## src/rtl/down_count_pkg.sv

```systemverilog
// Shared types and defaults for the ripple down-counter monitor.
package down_count_pkg;

  localparam int DEFAULT_WIDTH = 4;

  // Monitor FSM: follow the settled count, or wait for a new value to settle.
  typedef enum logic {
    TRACK,
    SETTLE
  } state_e;

  // Classification of an accepted value against the previous accepted value.
  typedef enum logic [1:0] {
    STEP_NORMAL,
    STEP_WRAP,
    STEP_SKIP
  } step_kind_e;

endpackage

```

## src/rtl/down_count_monitor_if.sv

```systemverilog
// Valid/ready handshake carrying each accepted counter step downstream.
interface down_count_monitor_if
  import down_count_pkg::*;
#(
  parameter int WIDTH = DEFAULT_WIDTH
);

  logic             out_valid;
  logic             out_ready;
  logic [WIDTH-1:0] out_count;
  logic             out_wrap;

  modport master (output out_valid, output out_count, output out_wrap, input out_ready);
  modport slave  (input out_valid, input out_count, input out_wrap, output out_ready);

endinterface

```

## src/rtl/down_count_monitor_bit_sync.sv

```systemverilog
// Single-bit multi-flop synchronizer with a selectable reset value.
module bit_sync
  import down_count_pkg::*;
#(
  parameter int   STAGES  = 2,
  parameter logic RST_VAL = 1'b0
) (
  input  logic clk,
  input  logic rst_n,
  input  logic d_i,
  output logic q_o
);

  logic [STAGES-1:0] sync_q;

  // Shift the asynchronous input through the flop chain.
  always_ff @(posedge clk or negedge rst_n) begin
    if (!rst_n) begin
      sync_q <= {STAGES{RST_VAL}};
    end else begin
      // NOTE: non-blocking assignment makes each stage take the previous stage's old value, forming a real chain.
      sync_q <= {sync_q[STAGES-2:0], d_i};
    end
  end

  assign q_o = sync_q[STAGES-1];

endmodule

```

## src/rtl/down_count_monitor.sv

```systemverilog
// Consumer stage for the 4-bit ripple down counter: synchronizes the raw bits,
// qualifies each new value as stable, classifies it as step/wrap/skip and
// offers it downstream over a valid/ready handshake.
module down_count_monitor
  import down_count_pkg::*;
#(
  parameter int WIDTH         = DEFAULT_WIDTH,
  parameter int SYNC_STAGES   = 2,
  parameter int STABLE_CYCLES = 2,
  parameter int WRAP_W        = 8
) (
  input  logic                  clk,
  input  logic                  rst,
  input  logic [WIDTH-1:0]      cnt_in,
  input  logic                  clr,
  down_count_monitor_if.master  out_if,
  output logic [WRAP_W-1:0]     wrap_count,
  output logic                  step_err,
  output logic                  overrun
);

  localparam int                STAB_W   = $clog2(STABLE_CYCLES + 1);
  localparam logic [STAB_W-1:0] STAB_MAX = STAB_W'(STABLE_CYCLES);
  localparam logic [WIDTH-1:0]  ALL_ONES = '1;
  localparam logic [WRAP_W-1:0] WRAP_MAX = '1;

  logic [WIDTH-1:0] s;

  // Upstream counter resets to all-ones, so the synchronizers do too.
  for (genvar i = 0; i < WIDTH; i++) begin : g_sync
    bit_sync #(
      .STAGES  (SYNC_STAGES),
      .RST_VAL (1'b1)
    ) u_sync (
      .clk   (clk),
      .rst_n (rst),
      .d_i   (cnt_in[i]),
      .q_o   (s[i])
    );
  end

  state_e           state_q;
  logic [WIDTH-1:0] cand_q;
  logic [WIDTH-1:0] last_q;
  logic [STAB_W-1:0] stab_q;
  logic             accept;
  step_kind_e       kind;

  // A candidate is accepted on the edge after its STABLE_CYCLES-th matching
  // sample, provided it is still present on that edge.
  assign accept = (state_q == SETTLE) && (s == cand_q) && (stab_q == STAB_MAX);

  // Classify the candidate against the last accepted value.
  always_comb begin
    kind = STEP_SKIP;
    if ((last_q != '0) && (cand_q == last_q - WIDTH'(1))) begin
      kind = STEP_NORMAL;
    end else if ((last_q == '0) && (cand_q == ALL_ONES)) begin
      kind = STEP_WRAP;
    end
  end

  // Settling FSM: track the settled value, qualify changes, drop glitches.
  always_ff @(posedge clk or negedge rst) begin
    if (!rst) begin
      state_q <= TRACK;
      cand_q  <= ALL_ONES;
      last_q  <= ALL_ONES;
      stab_q  <= '0;
    end else begin
      case (state_q)
        TRACK: begin
          if (s != last_q) begin
            cand_q  <= s;
            stab_q  <= STAB_W'(1);
            state_q <= SETTLE;
          end
        end
        SETTLE: begin
          if (s == cand_q) begin
            if (stab_q == STAB_MAX) begin
              // Later steps are judged against the true count, even after a skip.
              last_q  <= cand_q;
              state_q <= TRACK;
            end else begin
              stab_q <= stab_q + STAB_W'(1);
            end
          end else if (s == last_q) begin
            state_q <= TRACK;
          end else begin
            cand_q <= s;
            stab_q <= STAB_W'(1);
          end
        end
        default: state_q <= TRACK;
      endcase
    end
  end

  logic              valid_q, valid_d;
  logic [WIDTH-1:0]  count_q, count_d;
  logic              wrap_q, wrap_d;
  logic [WRAP_W-1:0] wrap_cnt_q, wrap_cnt_d;
  logic              step_err_q, step_err_d;
  logic              overrun_q, overrun_d;
  logic              stalled;

  assign stalled = valid_q && !out_if.out_ready;

  // Next state of the output register and the sticky status flags.
  always_comb begin
    // NOTE: every signal assigned here gets a default first, so no latch is inferred.
    valid_d    = valid_q;
    count_d    = count_q;
    wrap_d     = wrap_q;
    wrap_cnt_d = wrap_cnt_q;
    step_err_d = step_err_q;
    overrun_d  = overrun_q;
    if (accept) begin
      if (stalled) begin
        overrun_d = 1'b1;
      end else begin
        valid_d = 1'b1;
        count_d = cand_q;
        wrap_d  = (kind == STEP_WRAP);
      end
      if ((kind == STEP_WRAP) && (wrap_cnt_q != WRAP_MAX)) begin
        wrap_cnt_d = wrap_cnt_q + WRAP_W'(1);
      end
      if (kind == STEP_SKIP) begin
        step_err_d = 1'b1;
      end
    end else if (valid_q && out_if.out_ready) begin
      valid_d = 1'b0;
    end
    // Clear wins over a same-edge increment or flag; the event itself survives.
    if (clr) begin
      wrap_cnt_d = '0;
      step_err_d = 1'b0;
      overrun_d  = 1'b0;
    end
  end

  // Register the handshake outputs and status flags.
  always_ff @(posedge clk or negedge rst) begin
    if (!rst) begin
      valid_q    <= 1'b0;
      count_q    <= ALL_ONES;
      wrap_q     <= 1'b0;
      wrap_cnt_q <= '0;
      step_err_q <= 1'b0;
      overrun_q  <= 1'b0;
    end else begin
      valid_q    <= valid_d;
      count_q    <= count_d;
      wrap_q     <= wrap_d;
      wrap_cnt_q <= wrap_cnt_d;
      step_err_q <= step_err_d;
      overrun_q  <= overrun_d;
    end
  end

  assign out_if.out_valid = valid_q;
  assign out_if.out_count = count_q;
  assign out_if.out_wrap  = wrap_q;
  assign wrap_count       = wrap_cnt_q;
  assign step_err         = step_err_q;
  assign overrun          = overrun_q;

endmodule

```

## src/flat_wrapper.sv

```systemverilog
// flat-port wrapper written by rule: the top's interface ports become plain ports
module down_count_monitor_flat import down_count_pkg::*;
#(
  parameter int WIDTH         = DEFAULT_WIDTH,
  parameter int SYNC_STAGES   = 2,
  parameter int STABLE_CYCLES = 2,
  parameter int WRAP_W        = 8
)
  (clk, rst, cnt_in, clr, wrap_count, step_err, overrun, out_if_out_valid, out_if_out_count, out_if_out_wrap, out_if_out_ready);
  down_count_monitor_if #(.WIDTH(WIDTH)) out_if_i ();
  input  logic clk;
  input  logic rst;
  input  logic [WIDTH-1:0] cnt_in;
  input  logic clr;
  output logic [WRAP_W-1:0] wrap_count;
  output logic step_err;
  output logic overrun;
  output wire logic [$bits(out_if_i.out_valid)-1:0] out_if_out_valid;
  output wire logic [$bits(out_if_i.out_count)-1:0] out_if_out_count;
  output wire logic [$bits(out_if_i.out_wrap)-1:0] out_if_out_wrap;
  input wire logic [$bits(out_if_i.out_ready)-1:0] out_if_out_ready;
  assign out_if_out_valid = out_if_i.out_valid;
  assign out_if_out_count = out_if_i.out_count;
  assign out_if_out_wrap = out_if_i.out_wrap;
  assign out_if_i.out_ready = out_if_out_ready;
  down_count_monitor #(.WIDTH(WIDTH), .SYNC_STAGES(SYNC_STAGES), .STABLE_CYCLES(STABLE_CYCLES), .WRAP_W(WRAP_W)) u_core (.clk(clk), .rst(rst), .cnt_in(cnt_in), .clr(clr), .out_if(out_if_i), .wrap_count(wrap_count), .step_err(step_err), .overrun(overrun));
endmodule
```

## config.mk

```make
export PLATFORM = sky130hd
export DESIGN_NAME = down_count_monitor_flat
export DESIGN_NICKNAME = d
export VERILOG_FILES = /design/src/rtl/down_count_pkg.sv /design/src/rtl/down_count_monitor_if.sv /design/src/rtl/down_count_monitor_bit_sync.sv /design/src/rtl/down_count_monitor.sv /design/src/flat_wrapper.sv
export SDC_FILE = /design/constraint.sdc
export NUM_CORES = 1
export LEC_CHECK = 0
export ABC_AREA = 0
export CAP_MARGIN = 10
export CORE_MARGIN = 3
export CORE_UTILIZATION = 53
export CTS_CLUSTER_SIZE = 28
export DETAILED_ROUTE_END_ITERATION = 12
export GPL_ROUTABILITY_DRIVEN = 0
export PLACE_DENSITY_LB_ADDON = 0.3
export SLEW_MARGIN = 20
export SYNTH_ARGS = -nofsm -noshare
export SYNTH_HDL_FRONTEND = slang
export SYNTH_SLANG_ARGS = --single-unit
```

## constraint.sdc

```tcl
create_clock -name clk -period 2.55 [get_ports clk]
set_clock_uncertainty 0.2 [all_clocks]
set_input_delay 0.51 -clock clk [delete_from_list [all_inputs] [get_ports clk]]
set_output_delay 0.51 -clock clk [all_outputs]
set_load 0.005 [all_outputs]
```

==> results of run 1 <==
[stage by stage]
stage          cell area [sq um]  total power, W
2_1_floorplan               1670        0.000690
3_3_place_gp                1940        0.000725
3_5_place_dp                1940        0.000731
4_1_cts                     2000         0.00104
5_1_grt                     2000         0.00109
6_report                    2000         0.00102
[registers in the layout, indices dropped and copies added, names as in the netlist]
signal / count
u_core.cand_q: 4
u_core.g_sync.u_sync.sync_q: 8
u_core.overrun: 1
u_core.out_if.out_count: 4
u_core.step_err: 1
u_core.out_if.out_valid: 1
u_core.out_if.out_wrap: 1
u_core.last_q: 4
u_core.stab_q: 2
u_core.state_q: 1
u_core.wrap_count: 8
[worst max-delay path, stage by stage (launching register included)]
cell and delay [ps]:
dfstp_2 410, inv_1 80, ha_1 140, or3b_4 400, a211oi_4 280, nand3_4 160, or4_1 420, a21oi_1 150
[cell families after synthesis]
group           after synthesis  synth area share (%)
compound gates               14                  5.91
xor+xnor                     15                  7.86
fa+ha+maj                     4                  2.99
buf+inv                       7                  2.54
flops                        35                  53.9
mux                          16                  10.6
simple gates                 46                  16.2
[final cells by class]
type	instances	share of cell area (%)
sequential	35	45.1
multi-input combinational	95	36.5
timing repair buffer	25	12.3
tap	42	2.63
clock buffer	5	1.88
clock inverter	3	0.877
inverter	4	0.752
[where the power goes]
group          internal (W)  leakage [nW]  switching, W
Clock              0.000107        0.0358      0.000195
Combinational     0.0000540         0.360     0.0000500
Sequential         0.000590         0.409     0.0000253
[cell usage in the layout (no fill, tap or decap), drive strengths merged, types with 4 or more instances in the layout]
cell type,Yosys,final
nand2b,4,4
mux2,13,13
clkbuf,1,5
nand3,8,8
o21ai,4,4
xnor2,12,12
dfrtp,15,15
nand4,4,4
inv,4,6
clkdlybuf4s50,0,23
ha,4,4
nand2,7,7
nor2,7,7
a21oi,4,4
dfstp,20,20
[per-layer routing]
| metal | track usage [%] | up-vias |
|---|---|---|
| li1 | - | 549 |
| met1 | 24.3 | 534 |
| met2 | 26.5 | 28 |
| met3 | 4.86 | 5 |
| met4 | 4.97 | 0 |
| met5 | 0 | - |
[final timing paths]
check                                             startpoint                           endpoint  slack, ps  cells past startpoint
min                        u_core.g_sync[3].u_sync.sync_q[0]  u_core.g_sync[3].u_sync.sync_q[1]        160                      0
max reg2reg                                 u_core.last_q[0]               u_core.wrap_count[5]        250                      7
max                                         u_core.last_q[0]               u_core.wrap_count[5]        250                      7
min reg2reg                u_core.g_sync[3].u_sync.sync_q[0]  u_core.g_sync[3].u_sync.sync_q[1]        160                      0
max in group asynchronous                                rst         u_core.out_if.out_count[0]       1460                      2
min in group asynchronous                                rst                     u_core.state_q        360                      2
==> reports/metrics.cfg, run 1 <==
[outcome]
status=complete, no violations

[cells_and_area]
drive_gt1_share_pct=28.7
regArea_sq_um=901
utilization_pct=69.4
area_growth_pct=19.5
multi_input_area_sq_um=728
layout.cells.non_filler=209
num_antenna_cells=0
finalNetCount=178
fillers=203

[timing]
final_hold_viol_count=0
worstMarginPinSlew_ps=540
tns_ps=0
fmax_mhz=436
relSlewSlack_pct=63.7
setup_ws_ps=254
worst_hold_slack_ps=163
post-route-min-period_ps=2300
setup_viol=0
drv_slew=0
rsz0062_at_grt=no
period_share_pct=90.0

[cts]
post_cts_resized=0
post-cts-setup-buffer-count=0
cts_made_buffers=5
path_clk_slew_ps=110
hold_buffers=0
cts_tree=built
clock_latency_ps=340
cts_root_buf=clkbuf_4
clock_path_buffers=2
clock_sinks=35
htree_num_levels=2

[synthesis]
ys_warn_count=0
synthTopCellsByCount=20 x dfstp_2, 15 x dfrtp_1, 13 x mux2_2
synth_cell_types=33
synth_most_common_cell=dfstp_2
ys.flop_type=dfstp_2
synth_edf_count=0
avgSynthCellArea_sq_um=12.2
syn_area_sq_mm=0.00167
netlist_instances=137
syn_nets=149
synth-seq-cells=35
async_flop_share_pct=100
ys_seq_area_share_pct=53.9
synth_top_cell_by_area=dfstp_2
synth_top_area_share_pct=31.4
synth_area_leaders=dfstp_2 31%, dfrtp_1 22%, mux2_2 8.8%, xnor2_1 6.3%, ha_1 3.0%

[worst_setup_path]
crit_path_max_fanout=10
critPathKind=register to register
cp.required_ps=2620
end_kind=register
cp.arrival_ps=2370
cp-start-kind=register

[floorplan]
std_cell_rows=19
core_area_sq_mm=0.00288
die_w_um=62.2
boundaryPins=24
dieArea_sq_mm=0.00386
die_y_um=62.2
start_util_pct=58.1

[grt]
grt.overflow.total=0
grt_pass1_vias=1104
antenna_found_initial=0
grt_use_total_pct=17.4
grt_pass1_wl_um=5390
grt_max_degree=36

[detailed_routing]
route.vias.total=1116
top_layer=met4
drt_iter0_markers=34
wl_met1_um=1400
wl_met2_um=1320
route.detailed.drc=0
wl_per_cell_um=13.8
ant_nets=0
via_per_inst=5.34
drt_wl_total_um=2890
dr.pass1.iters=4
dr_wl_met3_um=144

[job]
cap_violations=0

[pwr]
power.density_mw_per_mm2=512
vdd_ir_drop_max_uv=435
leakagePower_nw=0.804

[worst_hold_path]
hp-class=register to register

[placement]
post-place-cells=201
dpl.hpwl_um=2150
portBuffers=23
pre_cts_ws_ps=281

(Power assumes the default switching activity.)
==> run 2: changes to the inputs <==
--- a/config.mk
+++ b/config.mk
@@ -12,6 +12,7 @@
 export CTS_CLUSTER_SIZE = 28
 export DETAILED_ROUTE_END_ITERATION = 12
 export GPL_ROUTABILITY_DRIVEN = 0
+export HOLD_SLACK_MARGIN = 0.1
 export PLACE_DENSITY_LB_ADDON = 0.3
 export SLEW_MARGIN = 20
 export SYNTH_ARGS = -nofsm -noshare
==> results of run 2 <==
Same layout as run 1: the final DEF is identical, and so are final timing and power.
==> run 3: changes to the inputs <==
--- a/config.mk
+++ b/config.mk
@@ -6,9 +6,10 @@
 export NUM_CORES = 1
 export LEC_CHECK = 0
 export ABC_AREA = 0
+export ABC_CLOCK_PERIOD_IN_PS = 2100
 export CAP_MARGIN = 10
 export CORE_MARGIN = 3
-export CORE_UTILIZATION = 53
+export CORE_UTILIZATION = 48
 export CTS_CLUSTER_SIZE = 28
 export DETAILED_ROUTE_END_ITERATION = 12
 export GPL_ROUTABILITY_DRIVEN = 0
==> constraint.sdc (replaced) <==
create_clock -name clk -period 2.1 [get_ports clk]
set_clock_uncertainty 0.2 [all_clocks]
set_input_delay 0.42 -clock clk [delete_from_list [all_inputs] [get_ports clk]]
set_output_delay 0.42 -clock clk [all_outputs]
set_load 0.005 [all_outputs]
==> run 3 against run 2 <==
Largest cell class unchanged. The run now ends with negative setup slack left. Core utilization decreased by 1.7 points. Clock-buffer cell count increased by 1. Sequential share of layout area decreased by 3.3 points. Critical endpoint is now u_core.wrap_count[2]. First-iteration DRC count increased by 91%. Highest routed layer unchanged. Sequential power increased by 21%.
==> reports/metrics.cfg, run 3 (synthesis gave the netlist of run 1 again) <==
[outcome]
status=finished with violations
violations=negative setup slack

[cells_and_area]
area_growth_pct=28.7
utilization_pct=67.7
finalNetCount=193
final_area_sq_mm=0.00215
layout_commonest_cell=clkdlybuf4s50_1
drive_gt1_share_pct=40.1
num_antenna_cells=0
final_cell_mix=23 x clkdlybuf4s50_1, 20 x dfstp_2, 17 x buf_4

[detailed_routing]
ant_nets=0
dr.pass1.iters=4
route.vias.total=1218
wl_per_cell_um=15.0
drt_wl_total_um=3380
drt_iter0_markers=65
via_per_inst=5.39
route.detailed.drc=0

[floorplan]
std_cell_rows=20
dieArea_sq_mm=0.00423
die_y_um=65.0
start_util_pct=52.6
core_area_sq_mm=0.00318
die_w_um=65.0
boundaryPins=24

[worst_setup_path]
cp.arrival_ps=2250
end_kind=register
cp-start-kind=register
reg2reg_slack_ps=-120
critPathKind=register to register
r2r_cells=9
crit_path_max_fanout=2
r2r-start=u_core.last_q[0]
reg2reg_to=u_core.wrap_count[2]
cp.required_ps=2130

[grt]
grt_max_degree=36
grt.overflow.total=0
grt_pass1_vias=1251
grt_use_total_pct=17.7
grt_pass1_wl_um=5700
antenna_found_initial=0

[worst_hold_path]
hold_path.startpoint=u_core.g_sync[1].u_sync.sync_q[0]
hp-class=register to register
min_to=u_core.g_sync[1].u_sync.sync_q[1]
hold_depth=0

[cts]
cts_root_buf=clkbuf_4
clock_sinks=35
clock_path_buffers=2
cts_made_buffers=5
cts_tree=built
clock_latency_ps=340
path_clk_slew_ps=110
htree_num_levels=2

[pwr]
power.density_mw_per_mm2=579
leakagePower_nw=0.879
vdd_ir_drop_max_uv=462

[timing]
final_hold_viol_count=0
worstMarginPinSlew_ps=411
fmax_mhz=450
setup_viol=6
relSlewSlack_pct=72.6
drv_slew=0
rsz0062_at_grt=yes
post-route-min-period_ps=2220
period_share_pct=106
setup_ws_ps=-122

[job]
cap_violations=0

[placement]
dpl.hpwl_um=2370
portBuffers=23
post_dp_cell_area_sq_mm=0.00202

[run 3: worst max-delay path, cell delays in order (launching register included)]
cell and delay (ps):
dfstp_2 400, inv_2 50, ha_1 140, or3b_4 400
a211oi_4 270, buf_4 160, buf_4 100, nand4_1 110
xnor2_1 160, nor2b_1 130
[run 3: final cells by class]
type                    count  area [sq um]
well taps                  44          55.1
clock buffers               6          41.3
flip-flops and latches     35           901
inverters                   4          15.0
multi-input cells          95           769
repair buffers             40           358
clock inverters             2          12.5
fillers                   258          1030
[run 3: routing by layer]
| metal | wire length, um | track usage [%] |
|---|---|---|
| met2 | 1700 | 29.6 |
| met5 | 0 | 0 |
| met1 | 1500 | 21.8 |
| met4 | 48 | 7.25 |
| met3 | 126 | 4.33 |
[run 3: worst max-delay path by stage]
stage / from / end / slack, ps / depth (start not counted)
finish: u_core.last_q[0] / u_core.wrap_count[2] / -120 / 9
global route: u_core.last_q[0] / u_core.wrap_count[7] / -200 / 7
CTS: u_core.last_q[0] / u_core.wrap_count[7] / -10 / 7
detailed placement: u_core.last_q[0] / u_core.wrap_count[5] / -60 / 7
global placement: u_core.last_q[0] / u_core.wrap_count[7] / 20 / 7
floorplan: u_core.last_q[0] / u_core.wrap_count[5] / -3 / 7
[run 3: power by group]
group | leakage, nW | total (W) | switching (W) | internal (W)
Sequential | 0.409 | 0.000744 | 0.0000272 | 0.000716
Combinational | 0.442 | 0.000153 | 0.0000716 | 0.0000813
Clock | 0.0282 | 0.000350 | 0.000221 | 0.000129
Total | 0.879 | 0.00125 | 0.000319 | 0.000927
[run 3: repair_timing]
action                                 4_1_cts  5_1_grt
gates resized for setup                      3        8
hold buffers                                 0        0
setup endpoints to repair                    4        7
buffers inserted                             3        2
pin swaps                                    0        4
endpoints found under the hold margin        0        0
[run 3: through the flow]
| stage | instances | power, W | setup TNS, ps | setup WS, ps | hold WS (ps) |
|---|---|---|---|---|---|
| floorplan | 137 | 0.000838 | -6.72 | -3.37 | -75.6 |
| global placement | 213 | 0.000893 | 0 | 19.5 | 146 |
| detailed placement | 213 | 0.000901 | -155 | -57.7 | 148 |
| CTS | 224 | 0.00126 | -25.2 | -13.5 | 163 |
| global route | 226 | 0.00131 | -1050 | -204 | 165 |
| finish | 226 | 0.00125 | -557 | -122 | 161 |
